<file path="config.mk">
export PLATFORM = sky130hd
export DESIGN_NAME = seg7_reader_flat
export DESIGN_NICKNAME = d
export VERILOG_FILES = /design/src/rtl/seg7_pkg.sv /design/src/rtl/seg7_reader_if.sv /design/src/rtl/seg7_decode.sv /design/src/rtl/seg7_reader.sv /design/src/flat_wrapper.sv
export SDC_FILE = /design/constraint.sdc
export NUM_CORES = 1
export LEC_CHECK = 0
export CAP_MARGIN = 20
export CORE_MARGIN = 2
export CORE_UTILIZATION = 60
export CTS_CLUSTER_DIAMETER = 80
export DETAILED_ROUTE_END_ITERATION = 6
export PLACE_DENSITY = 0.93
export SLEW_MARGIN = 10
export SYNTH_ARGS = -nofsm -noshare
export SYNTH_HDL_FRONTEND = slang
export SYNTH_SLANG_ARGS = --single-unit
</file>
<file path="constraint.sdc">
create_clock -name clk -period 3.1 [get_ports clk]
set_input_delay 0.31 -clock clk [delete_from_list [all_inputs] [get_ports clk]]
set_output_delay 0.31 -clock clk [all_outputs]
set_load 0.05 [all_outputs]
</file>
<file path="src/rtl/seg7_pkg.sv">
// Shared constants for the seven-segment capture checker: segment codes,
// FSM state encoding and output bit positions.
package seg7_pkg;

  localparam logic [6:0] SEG_0     = 7'h3F;
  localparam logic [6:0] SEG_1     = 7'h06;
  localparam logic [6:0] SEG_2     = 7'h5B;
  localparam logic [6:0] SEG_3     = 7'h4F;
  localparam logic [6:0] SEG_4     = 7'h66;
  localparam logic [6:0] SEG_5     = 7'h6D;
  localparam logic [6:0] SEG_6     = 7'h7D;
  localparam logic [6:0] SEG_7     = 7'h07;
  localparam logic [6:0] SEG_8     = 7'h7F;
  localparam logic [6:0] SEG_9     = 7'h6F;
  localparam logic [6:0] SEG_BLANK = 7'h00;

  typedef enum logic {
    WAIT_FIRST = 1'b0,
    LOCKED     = 1'b1
  } state_t;

  localparam int unsigned OUT_VALID   = 4;
  localparam int unsigned OUT_PAT_ERR = 5;
  localparam int unsigned OUT_SEQ_ERR = 6;
  localparam int unsigned OUT_STROBE  = 7;

endpackage

</file>
<file path="src/rtl/seg7_reader_if.sv">
// Dedicated TT-style I/O bundle of the seven-segment reader.
interface seg7_reader_if;
  logic       ena;
  logic [7:0] ui_in;
  logic [7:0] uo_out;

  modport master (output ena, output ui_in, input uo_out);
  modport slave  (input ena, input ui_in, output uo_out);
endinterface

</file>
<file path="src/rtl/seg7_decode.sv">
// Combinational inverse of the seven-segment display encoder.
module seg7_decode
  import seg7_pkg::*;
(
  input  logic [6:0] pattern,
  output logic [3:0] digit,
  output logic       is_digit,
  output logic       is_blank
);

  always_comb begin
    digit    = '0;
    is_digit = 1'b1;
    is_blank = 1'b0;
    case (pattern)
      SEG_0:     digit = 4'd0;
      SEG_1:     digit = 4'd1;
      SEG_2:     digit = 4'd2;
      SEG_3:     digit = 4'd3;
      SEG_4:     digit = 4'd4;
      SEG_5:     digit = 4'd5;
      SEG_6:     digit = 4'd6;
      SEG_7:     digit = 4'd7;
      SEG_8:     digit = 4'd8;
      SEG_9:     digit = 4'd9;
      SEG_BLANK: begin
        is_digit = 1'b0;
        is_blank = 1'b1;
      end
      default:   is_digit = 1'b0;
    endcase
  end

endmodule

</file>
<file path="src/rtl/seg7_reader.sv">
// Seven-segment loopback checker: synchronise, debounce, decode and verify
// that captured digits follow the 0..9 counting sequence.
module seg7_reader
  import seg7_pkg::*;
#(
  parameter int unsigned STABLE_CYCLES = 16
) (
  input  logic          clk,
  input  logic          rst_n,
  seg7_reader_if.slave  bus
);

  localparam logic [7:0] CNT_LAST = 8'(STABLE_CYCLES - 1);
  localparam logic [7:0] CNT_ARM  = 8'(STABLE_CYCLES - 2);

  logic [7:0] sync1, sync2;
  logic [6:0] s, cand, acc_pat;
  logic       clr_req;
  logic [7:0] cnt;
  logic       acc;

  state_t     state, state_n;
  logic [3:0] digit, digit_n, succ;
  logic       valid, valid_n, pat_err, pat_err_n, seq_err, seq_err_n;
  logic       strobe, strobe_n;

  logic [3:0] dec_digit;
  logic       dec_is_digit, dec_is_blank;

  assign s       = sync2[6:0];
  assign clr_req = sync2[7];

  always_ff @(posedge clk or negedge rst_n) begin
    if (!rst_n) begin
      sync1 <= '0;
      sync2 <= '0;
    end else begin
      sync1 <= bus.ui_in;
      sync2 <= sync1;
    end
  end

  // A candidate equal to the last accepted pattern (e.g. after a short glitch
  // away and back) is not re-accepted, so a held digit never double-counts.
  always_ff @(posedge clk or negedge rst_n) begin
    if (!rst_n) begin
      cand    <= '0;
      cnt     <= '0;
      acc     <= 1'b0;
      acc_pat <= SEG_BLANK;
    end else if (bus.ena) begin
      acc <= (s == cand) && (cnt == CNT_ARM) && (cand != acc_pat);
      if (s != cand) begin
        cand <= s;
        cnt  <= '0;
      end else if (cnt != CNT_LAST) begin
        cnt <= cnt + 8'd1;
        if (cnt == CNT_ARM) acc_pat <= cand;
      end
    end
  end

  seg7_decode u_decode (
    .pattern  (cand),
    .digit    (dec_digit),
    .is_digit (dec_is_digit),
    .is_blank (dec_is_blank)
  );

  always_ff @(posedge clk or negedge rst_n) begin
    if (!rst_n) begin
      state   <= WAIT_FIRST;
      digit   <= '0;
      valid   <= 1'b0;
      pat_err <= 1'b0;
      seq_err <= 1'b0;
      strobe  <= 1'b0;
    end else begin
      state   <= state_n;
      digit   <= digit_n;
      valid   <= valid_n;
      pat_err <= pat_err_n;
      seq_err <= seq_err_n;
      strobe  <= strobe_n;
    end
  end

  assign succ = (digit == 4'd9) ? 4'd0 : digit + 4'd1;

  always_comb begin
    state_n   = state;
    digit_n   = digit;
    valid_n   = valid;
    pat_err_n = pat_err;
    seq_err_n = seq_err;
    strobe_n  = 1'b0;
    if (bus.ena) begin
      if (clr_req) begin
        pat_err_n = 1'b0;
        seq_err_n = 1'b0;
      end
      if (acc) begin
        if (dec_is_digit) begin
          digit_n  = dec_digit;
          valid_n  = 1'b1;
          strobe_n = 1'b1;
          case (state)
            WAIT_FIRST: state_n = LOCKED;
            LOCKED:     if (dec_digit != succ) seq_err_n = 1'b1;
            default:    state_n = WAIT_FIRST;
          endcase
        end else if (!dec_is_blank) begin
          pat_err_n = 1'b1;
        end
      end
    end
  end

  always_comb begin
    bus.uo_out              = '0;
    bus.uo_out[3:0]         = digit;
    bus.uo_out[OUT_VALID]   = valid;
    bus.uo_out[OUT_PAT_ERR] = pat_err;
    bus.uo_out[OUT_SEQ_ERR] = seq_err;
    bus.uo_out[OUT_STROBE]  = strobe;
  end

endmodule

</file>
<file path="src/flat_wrapper.sv">
// flat-port wrapper written by rule: the top's interface ports become plain ports
module seg7_reader_flat import seg7_pkg::*;
#(
  parameter int unsigned STABLE_CYCLES = 16
)
  (clk, rst_n, bus_ena, bus_ui_in, bus_uo_out);
  seg7_reader_if bus_i ();
  input  logic clk;
  input  logic rst_n;
  input wire logic [$bits(bus_i.ena)-1:0] bus_ena;
  input wire logic [$bits(bus_i.ui_in)-1:0] bus_ui_in;
  output wire logic [$bits(bus_i.uo_out)-1:0] bus_uo_out;
  assign bus_i.ena = bus_ena;
  assign bus_i.ui_in = bus_ui_in;
  assign bus_uo_out = bus_i.uo_out;
  seg7_reader #(.STABLE_CYCLES(STABLE_CYCLES)) u_core (.clk(clk), .rst_n(rst_n), .bus(bus_i));
endmodule
</file>
==> flow_metrics.tcl <==
set metrics [dict create \
    startpoint_type "flop" \
    tightestPinTransition_ns 0.606 \
    clockRootBuffer "clkbuf_8" \
    ff2ff_path_depth 6 \
    clk_pin_slew_ns 0.08 \
    die_h_um 65.5 \
    fin_area_mm2 0.00256 \
    ant_nets 0 \
    grt_max_degree 48 \
    yosys.area.top_type "dfrtp_1" \
    pre_cts_slack_ns 0.988 \
    synthFlopType "dfrtp_1" \
    ys_seq_area_frac 0.519 \
    coreArea_mm2 0.00363 \
    drive_gt1_frac 0.163 \
    drc 0 \
    clockBufferDepth 2 \
    synth_common_cells "dfrtp_1 (47), nand2_1 (15), mux2_2 (14)" \
    viasPerCell 5.65 \
    fin_nets 233 \
    cap_violations 0 \
    synthCells 207 \
    h-tree-depth 2 \
    cts_resized 0 \
    drt_first_pass_iters 4 \
    grt_usage 0.206 \
    synthToLayoutAreaGrowth_pct 12.9 \
    drt-wirelength-per-cell_um 13.8 \
    fillers 260 \
    dp_hpwl_mm 2.57 \
    status "complete, no violations" \
    insertion_delay_ns 0.30 \
    die_width_um 65.5 \
    critical_path_class "flop to flop" \
    row_count 22 \
    placed_area_mm2 0.00243 \
    worstPathArrival_ns 2.36 \
    fin_crit_sh 0.700 \
    seqCellArea_mm2 0.00118 \
    netlist_top_cells_area "dfrtp_1 (52%), mux2_2 (7.0%), xnor2_1 (4.2%)" \
    required_ns 3.29 \
    first_global_vias 1418 \
    power.density_mw_per_mm2 449 \
    rsz0062_at_grt "no" \
    finalHoldViolCount 0 \
    gp_congestion 0.842 \
    synth_seq_cells 47 \
    slew_viol_final 0 \
    layout_min_cycle_time_ns 2.17 \
    drtIter0Drc 94 \
    grt_pass1_wl_mm 6.67 \
    via_count 1520 \
    async_flop_share 1.00 \
    hold-path-cell-count 0 \
    synthDistinctLibCells 42 \
    start_util 0.624 \
    p_leak_nw 1.14 \
    synth_top_area_share 0.519 \
    multi_input_area_um2 982 \
    relSlewSlack 0.594 \
    drt-total-wl_mm 3.70 \
    synth.most_common_cell "dfrtp_1" \
    cts.sinks 47 \
    cp-end-kind "flop" \
    worst_slack_ns 0.931 \
    setup_viol 0 \
    synth_edf_count 0 \
    n_antenna_cell 0 \
    overflow 0 \
    cts_made_buffers 5 \
    dieArea_mm2 0.00429 \
    synth_fp_nets 220 \
    fin_tns_setup_ns 0 \
    antenna_found_initial 0 \
    fmax_mhz 461 \
    finClkSkew_ns 0.00704 \
    avgSynthCellArea_um2 11.0 \
    synth_warnings 0 \
    critical_path_peak_fanout 12 \
    port_buffers 18 \
    hold_path_class "flop to flop" \
    cts_tree "done" \
    irDropWorstVdd_mv 0.392 \
    num_io_pins 19 \
    syn-cell-area_mm2 0.00227 \
]
## path summary, 6_finish.rpt
check	from	endpoint	slack, ns
max	u_core.cand[6]	u_core.acc_pat[5]	0.93
min	u_core.sync1[5]	u_core.sync2[5]	0.35
max reg2reg	u_core.cand[6]	u_core.acc_pat[5]	0.93
min reg2reg	u_core.sync1[5]	u_core.sync2[5]	0.35
max in group asynchronous	rst_n	u_core.digit[0]	2.22
min in group asynchronous	rst_n	u_core.cnt[2]	0.41
## metrics by stage
step	utilization	total power [mW]	std cells	hold slack, ns
detailed placement	0.669	0.779	259	0.337
CTS	0.696	1.16	267	0.196
floorplan	-	0.744	207	0.0144
global route	0.705	1.21	269	0.363
finish	0.705	1.15	269	0.353
global placement	0.669	0.776	259	0.332
## power breakdown
part | internal, mW | leakage (nW) | switching (mW)
sequential | 0.632 | 0.594 | 0.0387
combinational | 0.0520 | 0.495 | 0.0499
clock | 0.182 | 0.0474 | 0.194
total | 0.866 | 1.14 | 0.283
## repair_timing
action                                 CTS  global route
endpoints found under the hold margin    0            11
hold buffers                             0             1
setup buffers                            0             0
## routing by layer
metal  up-vias  share of wire  track usage
li1        740              -            -
met1       730           0.47        0.299
met2        46           0.47        0.306
met3         4          0.050       0.0479
met4         0          0.012       0.0703
met5         -              0            0
## logic make-up after synthesis
group / count (synthesis) / synth area share
simple gates: 62 / 0.153
flops: 47 / 0.519
compound gates: 33 / 0.0944
buf+inv: 23 / 0.0480
xor+xnor: 22 / 0.0850
mux: 17 / 0.0850
fa+ha+maj: 3 / 0.0155
## layout make-up
class	count	share of cell area
repair buffers	21	0.0831
inverters	8	0.0117
well taps	48	0.0235
clock inverters	2	0.00635
clock buffers	6	0.0323
flip-flops and latches	47	0.459
multi-input cells	137	0.384
## state kept, by name, summed over array words and instances, names as in the netlist, 4 cells and up
| name | flops |
|---|---|
| u_core.sync2 | 8 |
| u_core.cnt | 8 |
| u_core.sync1 | 8 |
| u_core.digit | 4 |
| u_core.acc_pat | 7 |
| u_core.cand | 7 |
## cells in the final DEF, fill, tap and decap left out, types with 2 or more instances in the layout
| cell | n |
|---|---|
| xor2_1 | 11 |
| inv_1 | 8 |
| and3_1 | 2 |
| nand3_1 | 9 |
| dfrtp_1 | 47 |
| xnor2_1 | 11 |
| a31oi_1 | 3 |
| mux2i_1 | 2 |
| nand2b_1 | 2 |
| nand2_1 | 15 |
| nand4_1 | 4 |
| ha_1 | 2 |
| o22ai_1 | 4 |
| a21oi_1 | 8 |
| nor2_1 | 10 |
| clkbuf_8 | 6 |
| or2_2 | 2 |
| and2_1 | 2 |
| nor3_1 | 5 |
| nor4_1 | 3 |
| a31o_2 | 2 |
| o21ai_0 | 9 |
| mux2_2 | 14 |
| clkdlybuf4s50_1 | 17 |
## worst max-delay path: stages, from the launching register on
cell	delay (ns)
dfrtp_1	0.53
xor2_1	0.22
nor4_2	0.32
nand4_2	0.26
nor2_4	0.20
nand4b_4	0.20
mux2_4	0.34
Note: power is estimated with default switching activity, not from simulation.
